===== src/rtl/uart_tx_arbiter.sv =====
// Round-robin owner of the shared uart_tx / RS485 driver.
// Serialises the granted source's frame byte by byte, then holds a bus-turnaround guard.
module uart_tx_arbiter #(
    parameter int NUM_REQ        = 2,
    parameter int GUARD_CYCLES   = 16,
    parameter int TIMEOUT_CYCLES = 4096
) (
    input  logic                 CLK,
    input  logic                 reset_n,
    input  logic [NUM_REQ-1:0]   req,
    input  logic [NUM_REQ*8-1:0] req_len,
    input  logic [NUM_REQ*8-1:0] byte_data,
    output logic [NUM_REQ-1:0]   grant,
    output logic [7:0]           byte_idx,
    output logic [NUM_REQ-1:0]   done,
    output logic [NUM_REQ-1:0]   err,
    output logic                 tx_transmit,
    output logic [7:0]           tx_data,
    input  logic                 tx_active,
    input  logic                 tx_done,
    output logic                 busy
);

    localparam int IW = $clog2(NUM_REQ);
    localparam int WW = $clog2(TIMEOUT_CYCLES + 1);
    localparam int GW = $clog2(GUARD_CYCLES + 1);

    typedef enum logic [2:0] {
        S_IDLE,
        S_FETCH,
        S_SEND,
        S_WAIT,
        S_GUARD
    } state_t;

    state_t             r_state, w_state_nx;
    logic [NUM_REQ-1:0] r_grant, w_grant_nx;
    logic [IW-1:0]      r_win, w_win_nx;
    logic [IW-1:0]      r_ptr, w_ptr_nx;
    logic [7:0]         r_len, w_len_nx;
    logic [7:0]         r_idx, w_idx_nx;
    logic [7:0]         r_data, w_data_nx;
    logic [WW-1:0]      r_wdog, w_wdog_nx;
    logic [GW-1:0]      r_gcnt, w_gcnt_nx;
    logic               r_drop, w_drop_nx;
    logic [NUM_REQ-1:0] r_done, w_done_nx;
    logic [NUM_REQ-1:0] r_err, w_err_nx;

    logic               w_any, w_hhit, w_own, w_tx, w_end;
    logic [IW-1:0]      w_hi, w_lo, w_pick, w_nptr;
    logic [NUM_REQ-1:0] w_onehot;
    logic [7:0]         w_byte, w_plen;

    // Lowest request at or above the pointer wins, else the lowest overall.
    always_comb begin
        w_any    = |req;
        w_hhit   = 1'b0;
        w_hi     = '0;
        w_lo     = '0;
        w_onehot = '0;
        w_byte   = 8'h00;
        w_plen   = 8'h00;
        for (int j = NUM_REQ - 1; j >= 0; j--) begin
            if (req[j]) w_lo = IW'(j);
            if (req[j] && IW'(j) >= r_ptr) begin
                w_hi   = IW'(j);
                w_hhit = 1'b1;
            end
        end
        w_pick = w_hhit ? w_hi : w_lo;
        for (int j = 0; j < NUM_REQ; j++) begin
            w_onehot[j] = (w_pick == IW'(j));
            if (w_pick == IW'(j)) w_plen = req_len[8*j +: 8];
            if (r_win == IW'(j))  w_byte = byte_data[8*j +: 8];
        end
        w_nptr = (r_win == IW'(NUM_REQ - 1)) ? '0 : r_win + 1'b1;
        w_own  = |(req & r_grant);
    end

    always_comb begin
        w_state_nx = r_state;
        w_grant_nx = r_grant;
        w_win_nx   = r_win;
        w_ptr_nx   = r_ptr;
        w_len_nx   = r_len;
        w_idx_nx   = r_idx;
        w_data_nx  = r_data;
        w_wdog_nx  = r_wdog;
        w_gcnt_nx  = r_gcnt;
        w_drop_nx  = r_drop;
        w_done_nx  = '0;
        w_err_nx   = '0;
        w_tx       = 1'b0;
        w_end      = 1'b0;
        unique case (r_state)
            S_IDLE: begin
                if (w_any) begin
                    w_grant_nx = w_onehot;
                    w_win_nx   = w_pick;
                    w_len_nx   = w_plen;
                    w_idx_nx   = 8'd0;
                    w_drop_nx  = 1'b0;
                    w_state_nx = S_FETCH;
                end
            end
            S_FETCH: begin
                if (r_len == 8'd0) begin
                    w_done_nx = r_grant;
                    w_end     = 1'b1;
                end else if (!w_own) begin
                    w_err_nx = r_grant;
                    w_end    = 1'b1;
                end else begin
                    w_data_nx  = w_byte;
                    w_state_nx = S_SEND;
                end
            end
            S_SEND: begin
                if (!w_own) begin
                    w_err_nx = r_grant;
                    w_end    = 1'b1;
                end else if (!tx_active) begin
                    w_tx       = 1'b1;
                    w_wdog_nx  = WW'(1);
                    w_state_nx = S_WAIT;
                end
            end
            S_WAIT: begin
                // A drop while a byte is on the wire is deferred to its tx_done.
                w_drop_nx = r_drop | ~w_own;
                if (tx_done) begin
                    if (w_drop_nx) begin
                        w_err_nx = r_grant;
                        w_end    = 1'b1;
                    end else if (r_idx == r_len - 8'd1) begin
                        w_done_nx = r_grant;
                        w_end     = 1'b1;
                    end else begin
                        w_idx_nx   = r_idx + 8'd1;
                        w_state_nx = S_FETCH;
                    end
                end else if (r_wdog >= WW'(TIMEOUT_CYCLES - 1)) begin
                    w_err_nx = r_grant;
                    w_end    = 1'b1;
                end else begin
                    w_wdog_nx = r_wdog + 1'b1;
                end
            end
            S_GUARD: begin
                if (r_gcnt == GW'(GUARD_CYCLES - 1)) w_state_nx = S_IDLE;
                else w_gcnt_nx = r_gcnt + 1'b1;
            end
            default: w_state_nx = S_IDLE;
        endcase
        if (w_end) begin
            w_state_nx = S_GUARD;
            w_grant_nx = '0;
            w_idx_nx   = 8'd0;
            w_gcnt_nx  = '0;
            w_ptr_nx   = w_nptr;
        end
    end

    always_ff @(posedge CLK or negedge reset_n) begin
        if (!reset_n) begin
            r_state <= S_IDLE;
            r_grant <= '0;
            r_win   <= '0;
            r_ptr   <= '0;
            r_len   <= 8'd0;
            r_idx   <= 8'd0;
            r_data  <= 8'd0;
            r_wdog  <= '0;
            r_gcnt  <= '0;
            r_drop  <= 1'b0;
            r_done  <= '0;
            r_err   <= '0;
        end else begin
            r_state <= w_state_nx;
            r_grant <= w_grant_nx;
            r_win   <= w_win_nx;
            r_ptr   <= w_ptr_nx;
            r_len   <= w_len_nx;
            r_idx   <= w_idx_nx;
            r_data  <= w_data_nx;
            r_wdog  <= w_wdog_nx;
            r_gcnt  <= w_gcnt_nx;
            r_drop  <= w_drop_nx;
            r_done  <= w_done_nx;
            r_err   <= w_err_nx;
        end
    end

    assign grant       = r_grant;
    assign byte_idx    = r_idx;
    assign done        = r_done;
    assign err         = r_err;
    assign tx_transmit = w_tx;
    assign tx_data     = r_data;
    assign busy        = (r_state != S_IDLE);

endmodule


===== config.mk =====
export PLATFORM = sky130hd
export DESIGN_NAME = uart_tx_arbiter
export DESIGN_NICKNAME = d
export VERILOG_FILES = /design/src/rtl/uart_tx_arbiter.sv
export SDC_FILE = /design/constraint.sdc
export NUM_CORES = 1
export LEC_CHECK = 0
export ABC_CLOCK_PERIOD_IN_PS = 5400
export CORE_UTILIZATION = 45
export DETAILED_ROUTE_END_ITERATION = 6
export GPL_TIMING_DRIVEN = 0
export PLACE_DENSITY = 0.71
export SYNTH_ARGS = -nofsm -noshare
export SYNTH_HDL_FRONTEND = slang
export SYNTH_SLANG_ARGS = --single-unit
export TNS_END_PERCENT = 20

===== constraint.sdc =====
create_clock -name CLK -period 5.4 [get_ports CLK]
set_input_delay 1.08 -clock CLK [delete_from_list [all_inputs] [get_ports CLK]]
set_output_delay 1.08 -clock CLK [all_outputs]
set_load 0.01 [all_outputs]

==> results.toml <==
[power_and_ir_drop]
vdd_drop_max_mv = 0.2654
p_leak_nw = 1.615
p_per_area_nw_per_um2 = 445.0

[global_routing]
overflow = 0
grt_util_all_layers = 0.2118
grt_pass1_wl_um = 10980
antenna_found_initial = 0
grt_max_degree = 34
first_global_vias = 2374

[clock_network]
clk_pin_slew_ns = 0.10
htreeDepth = 2
cts_num_sinks = 54
worstSkewPairLatency_ns = 0.31
cts_tree = "yes"
cts_root_buffer = "clkbuf_8"
post_cts_buffers = 0
cts_resized = 0
clk_path_buf_depth = 2
cts_buffers = 5
postCtsHoldBufs = 0

[logic_synthesis]
syn_inst = 307
syn_avg_cell_area_um2 = 9.508
synth_ff_type = "dfrtp_1"
yosysWarningCount = 0
synth_top_cell_by_area = "dfrtp_1"
ys_ff_latch = 54
synth_edf_count = 0
async_flop_share = 1.000
synth_cell_types = 46
yosys-top-cells-area = "dfrtp_1 46%, mux2i_1 6.2%, nor2_1 5.0%, xnor2_1 4.5%, xor2_1 4.2%"
syn_area_um2 = 2919
ys_seq_area_frac = 0.4629
yosysTopAreaCellShare = 0.4629
synthesis.nets = 351

[sta]
hold_viol = 0
skew_ns = 0.005394
min_period_ns = 4.594
slew_violations = 0
fmax_mhz = 217.7
worstMarginPinSlew_ns = 1.199
rsz0062_at_grt = "no"
finalCritPeriodShare = 0.8507
finalSetupViolCount = 0
fin_tns_setup_ns = 0
relSlewSlack = 0.1901

[layout]
layout-drive-gt1-share = 0.05026
finalInstanceArea_um2 = 3781
fin_nets = 421
areaGrowthSynthToFinish_pct = 29.53
fillers = 535
mostFrequentLayoutCells = "60 x clkdlybuf4s50_1, 54 x dfrtp_1, 39 x nor2_1, 27 x nand2_1, 18 x mux2i_1"
mostFrequentLayoutCell = "clkdlybuf4s50_1"
diodes = 0

[critical_path]
path_delay_family = "buffers and inverters"
worstSetupPathType = "in2out"
worst_setup_path_end_kind = "output port"
crit_chain = "clkdlybuf4s50_1 -> a22oi_1 -> or4_1 -> inv_1 -> clkbuf_1 -> clkdlybuf4s50_1"
critPathArrivalTime_ns = 3.51
critPathMaxStageDelay_ns = 0.62
cp_num_buf_inv = 4
cpMostUsedCell = "clkdlybuf4s50_1"
startpoint_type = "input port"
worst_path_max_delay_cell = "clkdlybuf4s50_1"
crit_fanout = 10
worst_ep_required_time_ns = 4.32
reg2reg_slack_ns = 2.55

[routing]
ant_nets = 0
wl_um = 6448
wl_per_cell_um = 14.23
first_iter_violations = 105
vias = 2450
via_per_inst = 5.408
drc_errors = 0
drtPass1Iterations = 4

[die]
die_area_um2 = 6813
coreArea_um2 = 6096
initial_utilization = 0.4789
ios = 62
rows = 28
die_w_um = 82.54
fp.dieH_um = 82.54

[placement]
gp_congestion = 0.8724
placed_area_um2 = 3638
place_hpwl_um = 4969
io_buffers = 61

[run_status]
status = "finished clean"

[hold_path]
min-delay-path-class = "reg2reg"

[job]
cap_violations = 0
kinds of logic (layout without fill, tap and decap cells):
group | after synthesis | after routing | share of synthesized area
and+or+nand+nor | 129 | 129 | 0.2186
DFF | 54 | 54 | 0.4629
AOI/OAI and AO/OA | 50 | 50 | 0.1145
xor gates and xnor gates | 29 | 29 | 0.08701
buffers and inverters | 21 | 92 | 0.02958
muxes | 18 | 18 | 0.06172
adders and majority gates | 6 | 6 | 0.02572
layer usage:
metal	GRT usage	up-vias	routed length (µm)
met5	0	-	0
met4	0.05690	0	61
met3	0.06703	7	409
met2	0.3231	64	2822
met1	0.2889	1146	3155
li1	-	1233	-
final timing paths:
check / from / to / cells after the start
setup / recovery: req[0] / tx_transmit / 6
hold / removal: r_ptr$_DFFE_PN0P_ / r_ptr$_DFFE_PN0P_ / 2
setup reg to reg: r_len[3]$_DFFE_PN0P_ / byte_idx[7]$_DFFE_PN0P_ / 7
hold reg to reg: r_ptr$_DFFE_PN0P_ / r_ptr$_DFFE_PN0P_ / 2
max in group asynchronous: reset_n / byte_idx[7]$_DFFE_PN0P_ / 2
min in group asynchronous: reset_n / r_wdog[7]$_DFFE_PN0P_ / 1
tightest hold or removal path, stage by stage (launching register included):
cell     delay, ns
dfrtp_1       0.39
inv_1         0.05
mux2i_1       0.05
synthesized netlist by cell type, types with 2 or more instances:
cell	instances
a21oi_1	16
a31oi_1	4
and2_1	2
and3_1	5
buf_1	2
clkbuf_1	10
dfrtp_1	54
ha_1	6
inv_1	8
mux2i_1	18
nand2_1	27
nand2b_1	2
nand3_1	4
nand4_1	11
nor2_1	39
nor3_1	12
nor3b_1	6
nor4_1	7
nor4b_1	2
o21ai_0	11
o31ai_1	2
or2_2	4
or3_1	4
or4_1	2
xnor2_1	15
xor2_1	14
sequential cells by signal, indices dropped and copies added, names as in the netlist:
signal and flops:
grant 2, done 2, r_drop 1, r_gcnt 5, r_win 1, r_wdog 13, r_ptr 1, byte_idx 8
err 2, r_len 8, r_state 3, tx_data 8
where the power goes:
group / internal (mW) / leakage, nW / switching [mW]
clock network: 0.186 / 0.0683 / 0.134
registers: 0.517 / 0.699 / 0.0960
logic: 0.348 / 0.848 / 0.403
per-stage QoR:
step	hold slack, ns	utilization	setup WS, ns	instances	power [mW]
6_report	0.5248	0.6203	0.8064	453	1.683
4_1_cts	0.5261	0.6195	0.8122	452	1.694
5_1_grt	0.5672	0.6203	0.6804	453	1.818
3_5_place_dp	0.5090	0.5969	0.8232	444	1.368
2_1_floorplan	0.4762	-	2.178	307	1.102
3_3_place_gp	0.5005	0.5944	0.8000	443	1.349
area by class of cell:
cell class	instances	area (µm²)	area share
inverters	8	30.03	0.007942
clock buffers	5	68.82	0.01820
well taps	75	93.84	0.02482
repair buffers	63	630.6	0.1668
flip-flops and latches	54	1351	0.3574
plain buffers	13	56.30	0.01489
clock inverters	3	68.82	0.01820
multi-input cells	232	1481	0.3918
Power figures use the tool's default switching activity.
